`config.mk`:
```
export PLATFORM = sky130hd
export DESIGN_NAME = sysbus_arbiter_n_flat
export DESIGN_NICKNAME = d
export VERILOG_FILES = /design/src/rtl/sysbus_arbiter_n_pkg.sv /design/src/rtl/sysbus_arbiter_n_if.sv /design/src/rtl/sysbus_arbiter_n_rr_pick.sv /design/src/rtl/sysbus_arbiter_n.sv /design/src/flat_wrapper.sv
export SDC_FILE = /design/constraint.sdc
export NUM_CORES = 1
export LEC_CHECK = 0
export CORE_AREA = 4 4 152 154
export CTS_CLUSTER_SIZE = 10
export DETAILED_ROUTE_END_ITERATION = 10
export DIE_AREA = 0 0 156 158
export GPL_TIMING_DRIVEN = 0
export PLACE_DENSITY_LB_ADDON = 0.25
export SETUP_SLACK_MARGIN = 0.5
export SLEW_MARGIN = 10
export SYNTH_ARGS = -nofsm -noshare
export SYNTH_HDL_FRONTEND = slang
export SYNTH_SLANG_ARGS = --single-unit
```
`constraint.sdc`:
```
create_clock -name clk -period 2.2 [get_ports clk]
set_input_delay 0.44 -clock clk [delete_from_list [all_inputs] [get_ports clk]]
set_output_delay 0.44 -clock clk [all_outputs]
set_load 0.005 [all_outputs]
```
`src/rtl/sysbus_arbiter_n_pkg.sv`:
```
`default_nettype none
// +----------------------------------------------------------------------+
// | Module      : sysbus_arb_pkg                                         |
// | Description : Shared types and helpers for the N-client Sysbus       |
// |               arbiter.                                               |
// | Revision    : 1.0 - initial release                                  |
// +----------------------------------------------------------------------+
package sysbus_arb_pkg;

   typedef enum logic [1:0] {
      ST_IDLE  = 2'd0,
      ST_HDR   = 2'd1,
      ST_WDATA = 2'd2,
      ST_RRESP = 2'd3
   } arb_state_t;

   localparam logic OP_READ       = 1'b1;
   localparam int   MAX_TAG_WIDTH = 64;
   localparam int   TAG_IDX_W     = $clog2(MAX_TAG_WIDTH);

   // The op bit is the MSB of a tag_width-wide tag (zero-extended into tag).
   function automatic logic op_bit(input logic [MAX_TAG_WIDTH-1:0] tag,
                                   input int unsigned tag_width);
      return tag[TAG_IDX_W'(tag_width - 1)];
   endfunction

endpackage
`default_nettype wire

```
`src/rtl/sysbus_arbiter_n_if.sv`:
```
`default_nettype none
// +----------------------------------------------------------------------+
// | Module      : sysbus_arb_if                                          |
// | Description : Client-side and Sysbus-side signals of the arbiter.    |
// |               master = the arbiter (it masters the Sysbus port),     |
// |               slave  = the clients plus the Sysbus memory side.      |
// | Revision    : 1.0 - initial release                                  |
// +----------------------------------------------------------------------+
interface sysbus_arb_if #(
   parameter int WIDTH     = 64,
   parameter int TAG_WIDTH = 13,
   parameter int N_CLIENTS = 2
);
   // Client side, flat per-client vectors
   logic [N_CLIENTS-1:0]           cl_reqcyc;
   logic [N_CLIENTS*WIDTH-1:0]     cl_req;
   logic [N_CLIENTS*TAG_WIDTH-1:0] cl_reqtag;
   logic [N_CLIENTS-1:0]           cl_reqack;
   logic [N_CLIENTS-1:0]           cl_respcyc;
   logic [WIDTH-1:0]               cl_resp;
   logic [TAG_WIDTH-1:0]           cl_resptag;
   logic [N_CLIENTS-1:0]           cl_writeack;

   // Sysbus side
   logic                           bus_reqcyc;
   logic [WIDTH-1:0]               bus_req;
   logic [TAG_WIDTH-1:0]           bus_reqtag;
   logic                           bus_reqack;
   logic                           bus_respcyc;
   logic [WIDTH-1:0]               bus_resp;
   logic [TAG_WIDTH-1:0]           bus_resptag;
   logic                           bus_respack;

   modport master (
      input  cl_reqcyc, cl_req, cl_reqtag,
      output cl_reqack, cl_respcyc, cl_resp, cl_resptag, cl_writeack,
      output bus_reqcyc, bus_req, bus_reqtag,
      input  bus_reqack,
      input  bus_respcyc, bus_resp, bus_resptag,
      output bus_respack
   );

   modport slave (
      output cl_reqcyc, cl_req, cl_reqtag,
      input  cl_reqack, cl_respcyc, cl_resp, cl_resptag, cl_writeack,
      input  bus_reqcyc, bus_req, bus_reqtag,
      output bus_reqack,
      output bus_respcyc, bus_resp, bus_resptag,
      input  bus_respack
   );
endinterface
`default_nettype wire

```
`src/rtl/sysbus_arbiter_n_rr_pick.sv`:
```
`default_nettype none
// +----------------------------------------------------------------------+
// | Module      : rr_pick                                                |
// | Description : Combinational N-way picker. Scans the request vector   |
// |               starting just after the previous winner, wrapping.     |
// |               With rr_mode=0 the start is pinned to N-1, which       |
// |               degenerates to fixed priority (lowest index wins).     |
// | Revision    : 1.0 - initial release                                  |
// +----------------------------------------------------------------------+
module rr_pick #(
   parameter int N = 2
) (
   input  logic [N-1:0]         req,
   input  logic [$clog2(N)-1:0] last,
   input  logic                 rr_mode,
   output logic [N-1:0]         gnt_oh,
   output logic [$clog2(N)-1:0] gnt_idx
);
   localparam int IDX_W = $clog2(N);

   logic [IDX_W-1:0] start;
   logic             found;
   int               cand;

   // First set request strictly after start, wrapping, wins.
   always_comb begin
      start   = rr_mode ? last : IDX_W'(N - 1);
      gnt_oh  = '0;
      gnt_idx = '0;
      found   = 1'b0;
      cand    = 0;
      for (int k = 1; k <= N; k++) begin
         cand = (int'(start) + k) % N;
         if (!found && req[IDX_W'(cand)]) begin
            found                = 1'b1;
            gnt_oh[IDX_W'(cand)] = 1'b1;
            gnt_idx              = IDX_W'(cand);
         end
      end
   end
endmodule
`default_nettype wire

```
`src/rtl/sysbus_arbiter_n.sv`:
```
`default_nettype none
// +----------------------------------------------------------------------+
// | Module      : sysbus_arbiter_n                                       |
// | Description : N-client arbiter in front of the single Sysbus port.   |
// |               Grants one client at a time, forwards its header and   |
// |               write beats, steers read beats back to the owner and   |
// |               pulses a per-client write-complete.                    |
// | Revision    : 1.0 - initial release                                  |
// +----------------------------------------------------------------------+
module sysbus_arbiter_n
   import sysbus_arb_pkg::*;
#(
   parameter int WIDTH     = 64,
   parameter int TAG_WIDTH = 13,
   parameter int N_CLIENTS = 2,
   parameter int BEATS     = 8,
   parameter int RR        = 0
) (
   input  logic         clk,
   input  logic         reset,
   sysbus_arb_if.master bus_if
);
   localparam int               IDX_W     = $clog2(N_CLIENTS);
   localparam int               CNT_W     = $clog2(BEATS + 1);
   localparam logic [CNT_W-1:0] LAST_BEAT = CNT_W'(BEATS - 1);

   arb_state_t           state_q, state_d;
   logic [IDX_W-1:0]     grant_q, grant_d;
   logic [IDX_W-1:0]     last_grant_q, last_grant_d;
   logic [CNT_W-1:0]     beat_cnt_q, beat_cnt_d;
   logic [N_CLIENTS-1:0] writeack_q, writeack_d;

   logic [WIDTH-1:0]     req_arr [N_CLIENTS];
   logic [TAG_WIDTH-1:0] tag_arr [N_CLIENTS];
   logic                 gnt_reqcyc;
   logic [WIDTH-1:0]     gnt_req;
   logic [TAG_WIDTH-1:0] gnt_tag;
   logic                 fwd_req;
   logic                 beat_req;
   logic                 beat_resp;
   logic [N_CLIENTS-1:0] pick_oh;
   logic [IDX_W-1:0]     pick_idx;

   // Split the flat client buses into per-client slots
   for (genvar i = 0; i < N_CLIENTS; i++) begin : g_unpack
      assign req_arr[i] = bus_if.cl_req[i*WIDTH +: WIDTH];
      assign tag_arr[i] = bus_if.cl_reqtag[i*TAG_WIDTH +: TAG_WIDTH];
   end

   assign gnt_reqcyc = bus_if.cl_reqcyc[grant_q];
   assign gnt_req    = req_arr[grant_q];
   assign gnt_tag    = tag_arr[grant_q];

   rr_pick #(.N(N_CLIENTS)) u_pick (
      .req     (bus_if.cl_reqcyc),
      .last    (last_grant_q),
      .rr_mode (RR != 0),
      .gnt_oh  (pick_oh),
      .gnt_idx (pick_idx)
   );

   // A request beat only counts when the owner is still driving it, so a
   // client that drops reqcyc mid-transaction simply stalls it.
   assign fwd_req   = (state_q == ST_HDR) || (state_q == ST_WDATA);
   assign beat_req  = fwd_req && gnt_reqcyc && bus_if.bus_reqack;
   assign beat_resp = (state_q == ST_RRESP) && bus_if.bus_respcyc;

   // Output muxes: pass the owner's request through, steer responses back.
   always_comb begin
      bus_if.bus_reqcyc          = fwd_req && gnt_reqcyc;
      bus_if.bus_req             = fwd_req ? gnt_req : '0;
      bus_if.bus_reqtag          = fwd_req ? gnt_tag : '0;
      bus_if.cl_reqack           = '0;
      bus_if.cl_reqack[grant_q]  = beat_req;
      bus_if.bus_respack         = beat_resp;
      bus_if.cl_respcyc          = '0;
      bus_if.cl_respcyc[grant_q] = beat_resp;
      bus_if.cl_resp             = beat_resp ? bus_if.bus_resp : '1;
      bus_if.cl_resptag          = beat_resp ? bus_if.bus_resptag : '0;
      bus_if.cl_writeack         = writeack_q;
   end

   // Next-state logic for the FSM, beat counter and write-complete pulse.
   always_comb begin
      state_d      = state_q;
      grant_d      = grant_q;
      last_grant_d = last_grant_q;
      beat_cnt_d   = beat_cnt_q;
      writeack_d   = '0;
      case (state_q)
         ST_IDLE: begin
            if (|pick_oh) begin
               grant_d      = pick_idx;
               last_grant_d = pick_idx;
               state_d      = ST_HDR;
            end
         end
         ST_HDR: begin
            if (beat_req) begin
               beat_cnt_d = '0;
               state_d    = (op_bit(MAX_TAG_WIDTH'(gnt_tag), TAG_WIDTH) == OP_READ)
                            ? ST_RRESP : ST_WDATA;
            end
         end
         ST_WDATA: begin
            if (beat_req) begin
               beat_cnt_d = beat_cnt_q + 1'b1;
               if (beat_cnt_q == LAST_BEAT) begin
                  writeack_d[grant_q] = 1'b1;
                  state_d             = ST_IDLE;
               end
            end
         end
         ST_RRESP: begin
            if (beat_resp) begin
               beat_cnt_d = beat_cnt_q + 1'b1;
               if (beat_cnt_q == LAST_BEAT) begin
                  state_d = ST_IDLE;
               end
            end
         end
         default: state_d = ST_IDLE;
      endcase
   end

   // All arbiter state, with synchronous reset abandoning any transaction.
   always_ff @(posedge clk) begin
      if (reset) begin
         state_q      <= ST_IDLE;
         grant_q      <= '0;
         last_grant_q <= IDX_W'(N_CLIENTS - 1);
         beat_cnt_q   <= '0;
         writeack_q   <= '0;
      end else begin
         state_q      <= state_d;
         grant_q      <= grant_d;
         last_grant_q <= last_grant_d;
         beat_cnt_q   <= beat_cnt_d;
         writeack_q   <= writeack_d;
      end
   end

   // A response beat with no read in flight has no owner and is dropped.
   a_no_spurious_resp : assert property (@(posedge clk) disable iff (reset)
      bus_if.bus_respcyc |-> (state_q == ST_RRESP))
      else $warning("sysbus_arbiter_n: bus_respcyc outside RRESP dropped");

endmodule
`default_nettype wire
```
`src/flat_wrapper.sv`:
```
// flat-port wrapper written by rule: the top's interface ports become plain ports
module sysbus_arbiter_n_flat import sysbus_arb_pkg::*;
#(
   parameter int WIDTH     = 64,
   parameter int TAG_WIDTH = 13,
   parameter int N_CLIENTS = 2,
   parameter int BEATS     = 8,
   parameter int RR        = 0
)
  (clk, reset, bus_if_cl_reqcyc, bus_if_cl_req, bus_if_cl_reqtag, bus_if_cl_reqack, bus_if_cl_respcyc, bus_if_cl_resp, bus_if_cl_resptag, bus_if_cl_writeack, bus_if_bus_reqcyc, bus_if_bus_req, bus_if_bus_reqtag, bus_if_bus_reqack, bus_if_bus_respcyc, bus_if_bus_resp, bus_if_bus_resptag, bus_if_bus_respack);
  sysbus_arb_if #(.WIDTH(WIDTH), .TAG_WIDTH(TAG_WIDTH), .N_CLIENTS(N_CLIENTS)) bus_if_i ();
  input  logic clk;
  input  logic reset;
  input wire logic [$bits(bus_if_i.cl_reqcyc)-1:0] bus_if_cl_reqcyc;
  input wire logic [$bits(bus_if_i.cl_req)-1:0] bus_if_cl_req;
  input wire logic [$bits(bus_if_i.cl_reqtag)-1:0] bus_if_cl_reqtag;
  output wire logic [$bits(bus_if_i.cl_reqack)-1:0] bus_if_cl_reqack;
  output wire logic [$bits(bus_if_i.cl_respcyc)-1:0] bus_if_cl_respcyc;
  output wire logic [$bits(bus_if_i.cl_resp)-1:0] bus_if_cl_resp;
  output wire logic [$bits(bus_if_i.cl_resptag)-1:0] bus_if_cl_resptag;
  output wire logic [$bits(bus_if_i.cl_writeack)-1:0] bus_if_cl_writeack;
  output wire logic [$bits(bus_if_i.bus_reqcyc)-1:0] bus_if_bus_reqcyc;
  output wire logic [$bits(bus_if_i.bus_req)-1:0] bus_if_bus_req;
  output wire logic [$bits(bus_if_i.bus_reqtag)-1:0] bus_if_bus_reqtag;
  input wire logic [$bits(bus_if_i.bus_reqack)-1:0] bus_if_bus_reqack;
  input wire logic [$bits(bus_if_i.bus_respcyc)-1:0] bus_if_bus_respcyc;
  input wire logic [$bits(bus_if_i.bus_resp)-1:0] bus_if_bus_resp;
  input wire logic [$bits(bus_if_i.bus_resptag)-1:0] bus_if_bus_resptag;
  output wire logic [$bits(bus_if_i.bus_respack)-1:0] bus_if_bus_respack;
  assign bus_if_i.cl_reqcyc = bus_if_cl_reqcyc;
  assign bus_if_i.cl_req = bus_if_cl_req;
  assign bus_if_i.cl_reqtag = bus_if_cl_reqtag;
  assign bus_if_cl_reqack = bus_if_i.cl_reqack;
  assign bus_if_cl_respcyc = bus_if_i.cl_respcyc;
  assign bus_if_cl_resp = bus_if_i.cl_resp;
  assign bus_if_cl_resptag = bus_if_i.cl_resptag;
  assign bus_if_cl_writeack = bus_if_i.cl_writeack;
  assign bus_if_bus_reqcyc = bus_if_i.bus_reqcyc;
  assign bus_if_bus_req = bus_if_i.bus_req;
  assign bus_if_bus_reqtag = bus_if_i.bus_reqtag;
  assign bus_if_i.bus_reqack = bus_if_bus_reqack;
  assign bus_if_i.bus_respcyc = bus_if_bus_respcyc;
  assign bus_if_i.bus_resp = bus_if_bus_resp;
  assign bus_if_i.bus_resptag = bus_if_bus_resptag;
  assign bus_if_bus_respack = bus_if_i.bus_respack;
  sysbus_arbiter_n #(.WIDTH(WIDTH), .TAG_WIDTH(TAG_WIDTH), .N_CLIENTS(N_CLIENTS), .BEATS(BEATS), .RR(RR)) u_core (.clk(clk), .reset(reset), .bus_if(bus_if_i));
endmodule
```
==> results.py <==
metrics = {
    "status": {
        "status": "complete, no violations",
    },
    "placement": {
        "place_hpwl_um": 10500,
        "gp_congestion": 0.887,
        "io_buffers": 316,
        "place_inst": 827,
    },
    "layout": {
        "stdcell_count": 908,
        "multiInputGateArea_um2": 1820,
        "fillCellCount": 2170,
        "regArea_um2": 148,
        "drive_gt1_frac": 0.621,
        "synthToLayoutAreaGrowth_pct": 351,
        "nNetsFinal": 871,
        "antenna_cells": 0,
    },
    "power_and_ir_drop": {
        "p_leak_nw": 3.05,
        "finalPower_mw": 4.57,
        "ir_drop_v": 0.000526,
        "p_per_area_nw_per_um2": 670,
    },
    "logic_synthesis": {
        "ys_ff_latch": 7,
        "synthArstFlopShare": 0,
        "synth_top_cells_by_count": "79 x and2_1, 66 x nand2b_1, 17 x clkbuf_1",
        "synthFlopType": "dfxtp_1",
        "synth_cells": 229,
        "ys_seq_area_frac": 0.0929,
        "ys_top_cells_by_area": "and2_1 33%, nand2b_1 27%, dfxtp_1 9.3%, and3_1 5.4%, clkbuf_1 4.2%",
        "yosysUniqueCellTypes": 27,
        "syn_avg_cell_area_um2": 6.59,
        "yosys.area.top_type": "and2_1",
        "ys_warn_count": 0,
        "synth_most_common_cell": "and2_1",
        "yosysTopAreaCellShare": 0.328,
        "synth_edf_count": 0,
        "syn_area_um2": 1510,
    },
    "global_routing": {
        "first_global_vias": 3490,
        "antenna_found_initial": 1,
        "grt_first_pass_wirelength_um": 18700,
        "grt_start_max_net_pins": 11,
        "grt.total_usage": 0.0956,
        "grt_overflow_total": 0,
    },
    "route": {
        "drt-pass1-iter-count": 4,
        "dr_total_vias": 3199,
        "first_iter_violations": 70,
        "routedWlPerCell_um": 15.2,
        "avgViaCountPerCell": 3.52,
        "drc_errors": 0,
        "totalWireLength_um": 13800,
        "final_antenna_net_count": 0,
    },
    "worst_setup_path": {
        "critPathSlowestCell": "dfxtp_4",
        "cp_cell_sequence": "inv_4 -> ha_4 -> buf_6 -> buf_4 -> clkbuf_8 -> and2_1 -> clkdlybuf4s15_2",
        "path_class": "reg2out",
        "end_kind": "output port",
        "crit_arrival_ps": 1650,
        "critPathTopFamily": "buffers and inverters",
        "path_buf_inv": 5,
        "worstPathMaxFanout": 5,
        "required_ps": 1760,
        "worst_setup_path_start_kind": "flip-flop",
        "cp_slowest_stage_delay_ps": 370,
    },
    "sta": {
        "max_freq_ghz": 0.479,
        "slew_headroom": 0.645,
        "rsz0062_at_grt": "yes",
        "finClkSkew_ps": 0.559,
        "setup_viol": 0,
        "fin_crit_ps": 2090,
        "slew_viol_final": 0,
        "tightestPinTransition_ps": 525,
        "hold_violations": 0,
        "finalCritPeriodShare": 0.949,
    },
    "cts": {
        "clock-sinks": 7,
        "cts.clk_slew.worst_paths_ps": 40,
        "cts_buffer_depth": 2,
        "clock_latency_ps": 230,
        "postCtsHoldBufs": 0,
        "cts_buffers": 3,
        "cts_max_level": 1,
        "cts_tree": "done",
        "cts-root-buf": "clkbuf_16",
    },
    "floorplanning": {
        "die_w_um": 156,
        "core_um2": 21700,
        "io_pins": 399,
        "die_h_um": 158,
        "dieArea_um2": 24600,
        "start_util": 0.0696,
        "rows": 54,
    },
    "worst_hold_path": {
        "hp-class": "reg2reg",
    },
    "flow_run": {
        "maxCapViolations": 0,
    },
}
==> state kept, by name (all words and copies together) (netlist names) <==
name                       flops
u_core.beat_cnt_q              4
u_core.state_q                 2
u_core.bus_if.cl_writeack      1
==> worst register-to-register path: stages (launching register included) <==
cell and delay (ps):
dfxtp_4 380, inv_4 50, ha_4 280, buf_6 110, buf_6 90, nand3_4 70
a221o_1 400, or4b_1 500, a21oi_1 130
==> power breakdown <==
part           leakage (nW)  internal, mW  switching, mW  total [mW]
combinational          2.96          2.77           1.31        4.08
clock                0.0382         0.241         0.0660       0.307
sequential           0.0581         0.150         0.0271       0.178
==> metrics by stage <==
step | hold slack (ps) | setup WS (ps) | setup TNS, ps | area (µm²) | utilization
floorplan | 449 | 422 | 0 | 1550 | -
global placement | 463 | -679 | -45430 | 5060 | 0.234
detailed placement | 470 | -719 | -48660 | 5060 | 0.234
CTS | 476 | 117 | 0 | 5880 | 0.271
global route | 513 | 58.8 | 0 | 6810 | 0.314
finish | 480 | 112 | 0 | 6810 | 0.314
==> layer usage <==
layer,vias to the layer above,track usage,routed length [µm],share of wire
li1,1504,-,-,-
met1,1451,0.0890,4480,0.32
met2,228,0.196,7380,0.54
met3,14,0.0364,1680,0.12
met4,2,0.0192,228,0.017
met5,-,0,13,0.00094
==> cells by family after synthesis <==
family	synth area share
muxes	0.0141
other	0.00249
AOI/OAI and AO/OA	0.0398
adders and majority gates	0.0415
DFF	0.0929
buffers and inverters	0.0804
and+or+nand+nor	0.729
==> cell type report <==
type / instances / share of cell area
tap: 280 / 0.0514
clock buffer: 4 / 0.0116
sequential: 7 / 0.0217
multi-input combinational: 197 / 0.267
inverter: 4 / 0.00294
buffer: 23 / 0.0547
timing repair buffer: 393 / 0.590
==> final timing paths <==
path | endpoint | from | depth (start not counted) | slack, ps
setup / recovery | bus_if_bus_req[10] | u_core.state_q[1] | 7 | 110
hold / removal | u_core.beat_cnt_q[1] | u_core.beat_cnt_q[1] | 2 | 480
setup reg to reg | u_core.beat_cnt_q[2] | u_core.state_q[0] | 8 | 120
hold reg to reg | u_core.beat_cnt_q[1] | u_core.beat_cnt_q[1] | 2 | 480
==> cell usage in the layout (no fill, tap or decap), drive strengths merged <==
| cell type | instances |
|---|---|
| buf | 240 |
| clkdlybuf4s50 | 157 |
| and2 | 79 |
| nand2b | 66 |
| clkbuf | 19 |
| and3 | 13 |
| dfxtp | 7 |
| o21ai | 5 |
| a21oi | 5 |
| ha | 5 |
| nor2 | 4 |
| inv | 4 |
| conb | 3 |
| dlymetal6s2s | 3 |
| nand3 | 3 |
| nor2b | 2 |
| nand2 | 2 |
| nand3b | 1 |
| nor4b | 1 |
| mux2 | 1 |
| or2 | 1 |
| a221o | 1 |
| or3 | 1 |
| or4b | 1 |
| mux2i | 1 |
| or3b | 1 |
| or4 | 1 |
| clkdlybuf4s15 | 1 |
==> repair_timing <==
item | 4_1_cts | 5_1_grt
pin swaps | 22 | 21
endpoints found under the setup margin | 162 | 165
buffers inserted | 51 | 12
gates cloned | 14 | 0
gates resized for setup | 761 | 233
No activity file was read; power rests on OpenSTA's default activity.
